`config.mk`:
```
export PLATFORM = sky130hd
export DESIGN_NAME = bin2gray_counter
export DESIGN_NICKNAME = d
export VERILOG_FILES = /design/src/rtl/bin2gray_counter_pkg.sv /design/src/rtl/bin2gray_comb.sv /design/src/rtl/bin2gray_counter.sv
export SDC_FILE = /design/constraint.sdc
export NUM_CORES = 1
export LEC_CHECK = 0
export BUFFER_PORTS_ARGS = -buffer_cell sky130_fd_sc_hd__buf_4
export CELL_PAD_IN_SITES_DETAIL_PLACEMENT = 1
export CELL_PAD_IN_SITES_GLOBAL_PLACEMENT = 1
export CORE_ASPECT_RATIO = 1.25
export CORE_MARGIN = 2
export CORE_UTILIZATION = 31
export CTS_CLUSTER_DIAMETER = 100
export DETAILED_ROUTE_END_ITERATION = 16
export PLACE_DENSITY = 0.68
export SYNTH_ARGS = -nofsm -noshare
export SYNTH_HDL_FRONTEND = slang
export SYNTH_HIERARCHICAL = 1
export SYNTH_SLANG_ARGS = --single-unit
```
`constraint.sdc`:
```
create_clock -name clk -period 1.4 [get_ports clk]
set_input_delay 0.28 -clock clk [delete_from_list [all_inputs] [get_ports clk]]
set_output_delay 0.28 -clock clk [all_outputs]
set_load 0.01 [all_outputs]
```
`src/rtl/bin2gray_counter_pkg.sv`:
```
// Shared constants and the binary-to-Gray helper used by the counter and its bench.
package bin2gray_counter_pkg;

  localparam int WIDTH_DEF = 4;
  // Widest code the helper handles; callers zero-extend into it. Counter widths must stay below it.
  localparam int MAX_WIDTH = 64;

  function automatic logic [MAX_WIDTH-1:0] bin2gray(input logic [MAX_WIDTH-1:0] value);
    return value ^ (value >> 1);
  endfunction

endpackage

```
`src/rtl/bin2gray_comb.sv`:
```
// Purely combinational WIDTH-bit binary-to-reflected-Gray converter.
module bin2gray_comb
  import bin2gray_counter_pkg::*;
#(
  parameter int WIDTH = WIDTH_DEF
) (
  input  logic [WIDTH-1:0] bin,
  output logic [WIDTH-1:0] gray
);

  logic [MAX_WIDTH-1:0] bin_wide;
  logic [MAX_WIDTH-1:0] gray_wide;
  logic                 unused_hi;

  always_comb begin
    bin_wide            = '0;
    bin_wide[WIDTH-1:0] = bin;
  end

  assign gray_wide = bin2gray(bin_wide);
  assign gray      = gray_wide[WIDTH-1:0];
  // Upper bits are always zero because the input is zero-extended.
  assign unused_hi = ^gray_wide[MAX_WIDTH-1:WIDTH];

endmodule

```
`src/rtl/bin2gray_counter.sv`:
```
// Up/down binary counter with a registered Gray-code copy and a registered wrap pulse.
module bin2gray_counter
  import bin2gray_counter_pkg::*;
#(
  parameter int WIDTH = WIDTH_DEF
) (
  input  logic             clk,
  input  logic             rst_n,
  input  logic             en,
  input  logic             up,
  input  logic             load,
  input  logic [WIDTH-1:0] load_bin,
  output logic [WIDTH-1:0] bin,
  output logic [WIDTH-1:0] gray,
  output logic             wrap
);

  logic [WIDTH-1:0] bin_q;
  logic [WIDTH-1:0] gray_q;
  logic             wrap_q;
  logic [WIDTH-1:0] bin_next;
  logic [WIDTH-1:0] gray_next;
  logic             wrap_next;

  localparam logic [WIDTH-1:0] STEP = {{(WIDTH-1){1'b0}}, 1'b1};

  // Priority: load, then count, otherwise hold. Wrap flags the modular carry/borrow only.
  always_comb begin
    bin_next  = bin_q;
    wrap_next = 1'b0;
    if (load) begin
      bin_next = load_bin;
    end else if (en) begin
      if (up) begin
        bin_next  = bin_q + STEP;
        wrap_next = &bin_q;
      end else begin
        bin_next  = bin_q - STEP;
        wrap_next = ~|bin_q;
      end
    end
  end

  // Gray is encoded from the next binary value so both registers update on the same edge.
  bin2gray_comb #(
    .WIDTH (WIDTH)
  ) u_bin2gray_comb (
    .bin  (bin_next),
    .gray (gray_next)
  );

  always_ff @(posedge clk or negedge rst_n) begin
    if (!rst_n) begin
      bin_q  <= '0;
      gray_q <= '0;
      wrap_q <= 1'b0;
    end else begin
      bin_q  <= bin_next;
      gray_q <= gray_next;
      wrap_q <= wrap_next;
    end
  end

  assign bin  = bin_q;
  assign gray = gray_q;
  assign wrap = wrap_q;

endmodule
```
Word-level counts from Yosys, hierarchy flattened. Cells that the tools add are included.

Div/mod/pow operators: 0. Order comparisons: 0. Bitwise gates (word level): 1. Reduce and logical (&&, ||, !) cells: 3. Shift operators: 0. $mul: 0. Eq/ne operators: 0. Muxes and demuxes: 6. $add $sub $neg: 2.

Operator list (number): 4-bit 2-to-1 mux (3); 4-bit by 1-bit adder with 4-bit output, second input constant (1); 4-bit AND reduction (1); 4-bit OR reduction (1); 4-bit by 1-bit subtractor with 4-bit output, second input constant (1); 4-bit by 3-bit bitwise XOR with 4-bit output (1); 1-bit 2-to-1 mux (3); 1-bit zero test (1).

Memory bits (read-only): 0. Memories: 0. Output and inout port bits: 9. Word-level logic and storage cells: 15. Input port bits: 9. Memory bits (writable): 0. Latch bits: 0. Register bits after elaboration: 9.

Longest topological paths before layout.
Word-level depth: 5. Gate-level depth with buffers: 6. Depth with buffers taken out: 6.

By module. The synthesis kept the hierarchy.

Modules (own cells, without submodules): bin2gray_counter (cells an instance 42, times used 1, area each 474.2 um2, seq. area each 225.2 um2); bin2gray_comb (cells an instance 4, times used 1, area each 33.8 um2, seq. area each 0.0 um2).

Least setup slack after synthesis. No wires, ideal clock.

Path type: register -> register. From: register bin_q[0] (netlist: bin[0]). To: register gray_q[1] (netlist: gray[1]). Library setup time: 0.135 ns. Cell stages (with the launch flop): 6. Path buffers: 0. Clock period less this slack: 1.569 ns. Path slack: -0.169 ns. Data required time: 1.265 ns. Arrival: 1.434 ns. Cells stage by stage: dfrtp_1 -> fa_1 -> xor2_1 -> mux2i_1 -> o21ai_1 -> xor2_1.

Word-level cells in the longest chain between the ends: 5. Elaborated cells between the ends (all ways): 6. Classes of those cells: add/sub (2); mux (3); bitwise (1).

RTL lines: start: declaration (RTL line bin2gray_counter.sv:18) `logic [WIDTH-1:0] bin_q;`; start signal: assignment (RTL line bin2gray_counter.sv:58) `bin_q <= bin_next;`; 4-bit by 1-bit subtractor with 4-bit output or 4-bit by 1-bit adder with 4-bit output (tied branches) (RTL line bin2gray_counter.sv:38, bin2gray_counter.sv:35); 4-bit 2-to-1 mux * (RTL line bin2gray_counter.sv:34) `if (up) begin`; 4-bit 2-to-1 mux * (RTL line bin2gray_counter.sv:33) `end else if (en) begin`; 4-bit 2-to-1 mux * (RTL line bin2gray_counter.sv:31) `if (load) begin`; named net bin_next[2] (RTL line bin2gray_counter.sv:21) `logic [WIDTH-1:0] bin_next;`; 4-bit by 3-bit bitwise XOR with 4-bit output * (RTL line bin2gray_counter_pkg.sv:9) `return value ^ (value >> 1);`; named net gray_next[1] (RTL line bin2gray_counter.sv:22) `logic [WIDTH-1:0] gray_next;`; end signal: assignment (RTL line bin2gray_counter.sv:59) `gray_q <= gray_next;`; end: declaration (RTL line bin2gray_counter.sv:19) `logic [WIDTH-1:0] gray_q;`.

The timed path passes the listed nets; every way through them passes the cells marked *.

Final worst setup path.
From: register bin_q[3] (netlist: bin[3]). To: register gray_q[2] (netlist: gray[2]).

Word-level cells in the longest chain between the ends: 5. Elaborated cells between the ends (all ways): 6. Classes of those cells: add/sub (2); mux (3); bitwise (1).

RTL lines (RTL line): 4-bit by 1-bit subtractor with 4-bit output or 4-bit by 1-bit adder with 4-bit output (tied branches) (bin2gray_counter.sv:38, bin2gray_counter.sv:35); 4-bit 2-to-1 mux (bin2gray_counter.sv:34); 4-bit 2-to-1 mux * (bin2gray_counter.sv:33); 4-bit 2-to-1 mux * (bin2gray_counter.sv:31); named net bin_next[3] (bin2gray_counter.sv:21); 4-bit by 3-bit bitwise XOR with 4-bit output * (bin2gray_counter_pkg.sv:9); named net gray_next[2] (bin2gray_counter.sv:22).

Marks and branches as above.

==> results by group <==
Run status
  • Status: finished with violations
  • Failing checks: setup timing

Power
  • Cell Pwr Density: 1150 nW/um^2
  • Seq pwr share: 0.379
  • Peak supply drop: approximately 0.66 mV
  • Net Sw Frac: 0.305
  • Combinational power share: 0.411
  • Int Power: 627 uW
  • Total power: 903 uW
  • Clock power frac: 0.210
  • Sw Pwr: 275 uW
  • Leak: 0.374 nW

Yosys
  • Mapped Area: 508 um^2
  • Count leader, synth: dfrtp_1
  • Syn nets: 58
  • Synth top area share: 0.443
  • Commonest cells in the netlist: dfrtp_1 (9), xor2_1 (4), nand2_1 (3), o21ai_1 (3)
  • Sequential-to-total area share from yosys stat: 0.443
  • Synth cell types: 25
  • Yosys reg bits: 9
  • Syn Area/Cell: 11.0 um^2
  • Post-Syn Instances: 46
  • Post-synth ARST share: 1.00
  • Number of flops mapped to enable cells by yosys: 0
  • Post-synth top area cell: dfrtp_1
  • Yosys Warn Count: 6
  • Synth Flop Type: dfrtp_1
  • Synth area leaders: dfrtp_1 (44%), xor2_1 (6.9%), ha_1 (4.9%), fa_1 (3.9%), mux2i_1 (3.9%)

CTS
  • Root buffer cell: clkbuf_4
  • Worst-Skew Late Latency: 0.25 ns
  • Sink Count: 9
  • Reg clk slew, reported paths: 0.06 ns
  • CTS max path bufs: 2
  • TritonCTS clock tree: yes
  • CTS Buf Count: 3
  • H-tree levels: 1

STA
  • Pins Over Slew Limit: 0
  • Relative slew margins: 0.856
  • Skew final: 0.00559 ns
  • Fin Setup TNS: -0.397 ns
  • Period utilization: 1.08
  • Final hold slack: 0.304 ns
  • FMAX: 660 MHz
  • Setup violators final: 5
  • Final Hold Viols: 0
  • Setup ws final: -0.115 ns
  • Final min period: around 1.5 ns
  • RSZ-0062 raised after global routing: yes
  • Worst-margin pin slew: between 0.2 and 0.25 ns

Detailed routing
  • DRC: 0
  • Via count: 441
  • WL/cell: 12.3 um
  • Drt via density: 4.79
  • WL final: 1.14 mm
  • DR iter-0 viols: 3
  • Post-DRT Antenna Nets: 0
  • DRT Pass-1 Iters: 2

Placement
  • RePlAce Congestion: between 0.8 and 0.9
  • Placed cell areas: between 700 and 800 um^2
  • IO Port Bufs: 17
  • Cell Count Post-Placement: 87
  • Placed wire-length estimate: 940 um

Global routing
  • Gr busiest metal: met2
  • Initial antenna violation count: 0
  • Met1 usage: 0.160
  • Pin count of the biggest net entering global routing: 13
  • Grt met3 use: 0.0548
  • GR Overflow Total: 0
  • Vias in the first global route: 459
  • First-pass GRT wire length: between 1.5 and 2 mm
  • GRT Total Usage: 0.143
  • M2 GR Usage: 0.234

Die
  • DIE AREA: 1980 um^2
  • Initial core utilization: 0.325
  • Die Ht: 49.3 um
  • IO Pins: 18
  • Die X: 40.2 um
  • # rows: 16
  • Core ar.: approximately 1600 um^2

Setup path
  • CP Cell Sequence: or4b_1 -> a221o_1 -> nand3_2 -> xor2_1
  • Data arrival, critical path: about 1.7 ns
  • CP max stage delay: 0.47 ns
  • Delay-heaviest family, CP: simple AND/OR/NAND/NOR gates
  • Worst Path Buf+Inv: 0
  • Crit path max fanout: 2
  • Crit path required time: 1.58 ns
  • CP Launch Type: flop
  • Crit path kind: reg -> reg
  • Worst setup EP type: flop
  • CP max-delay cell: or4b_1

Flow run
  • Max-cap violations: 0

Cells and area
  • # nets final: just under 90
  • Fin area: 787 um^2
  • Layout cells sized above 1: 0.500
  • Non-filler instance count after layout: 92
  • ANT cells: 0
  • Area grow syn2layout: 54.9%

Min path
  • Hold crit path type: in -> reg
-- layer usage --
metal  vias up  part of all wire
met3         0             0.048
met4         0                 0
met5         -                 0
li1        223                 -
met1       205              0.40
met2        13              0.55
-- worst reg2reg max path, cell delays in order (launching register included) --
cell	delay (ns)
dfrtp_2	0.40
or4b_1	0.47
a221o_1	0.31
nand3_2	0.10
xor2_1	0.15
-- timing repair --
item / CTS / global route
resized for setup: 1 / 0
hold endpoints to repair: 9 / 0
setup buffers: 0 / 0
hold buffers: 1 / 0
setup endpoints to repair: 5 / 7
-- logic make-up (layout without fill, tap and decap cells) --
logic type / Yosys count / after routing / share of synthesized area
simple gates: 14 / 14 / 0.177
compound gates: 9 / 9 / 0.121
flops: 9 / 9 / 0.443
xor+xnor: 5 / 5 / 0.0862
buf+inv: 4 / 32 / 0.0443
fa+ha+maj: 3 / 3 / 0.0887
mux: 2 / 2 / 0.0394
-- stage by stage --
stage           util  setup slack (ns)
2_1_floorplan      -            -0.104
3_3_place_gp   0.478            -0.295
3_5_place_dp   0.478            -0.283
4_1_cts        0.504            -0.131
5_1_grt        0.504            -0.215
6_report       0.504            -0.115
-- cell usage in the layout (no fill, tap or decap), types with 2 or more instances in the layout --
master    synthesis  layout
clkbuf_4          0       3
a22oi_1           2       2
dfrtp_1           9       6
mux2i_1           2       2
nand2_1           3       3
nor2_1            2       2
xor2_1            4       4
buf_4             2      24
dfrtp_2           0       3
o21ai_1           3       2
-- path summary, 6_finish.rpt --
kind | start | endpoint | slack, ns | cells past startpoint
max in group asynchronous | rst_n | bin[1] | 0.87 | 2
hold / removal | load_bin[2] | bin[2] | 0.30 | 3
setup reg to reg | bin[3] | gray[2] | -0.11 | 4
setup / recovery | bin[3] | gray[2] | -0.11 | 4
hold reg to reg | bin[0] | bin[0] | 0.78 | 3
min in group asynchronous | rst_n | bin[3] | 0.38 | 2
-- state kept, by name (all words and copies together), names as in the netlist --
signal and flops:
wrap 1, gray 4, bin 4
-- power by group through the flow --
| stage | sequential (mW) | clock, mW | combinational, mW |
|---|---|---|---|
| after floorplan | 0.386 | 0 | 0.142 |
| after global placement | 0.347 | 0 | 0.362 |
| after detailed placement | 0.348 | 0 | 0.369 |
| after CTS | 0.343 | 0.201 | 0.378 |
| after global routing | 0.348 | 0.221 | 0.410 |
| final | 0.342 | 0.190 | 0.371 |
-- layout make-up --
class,instances,area (um^2)
Clock buffer,4,26.3
Timing Repair Buffer,27,221
Inverter,1,3.75
Multi-Input combinational cell,33,284
Sequential cell,9,229
Fill cell,181,774
Tap cell,18,22.5
(Power assumes the default switching activity.)
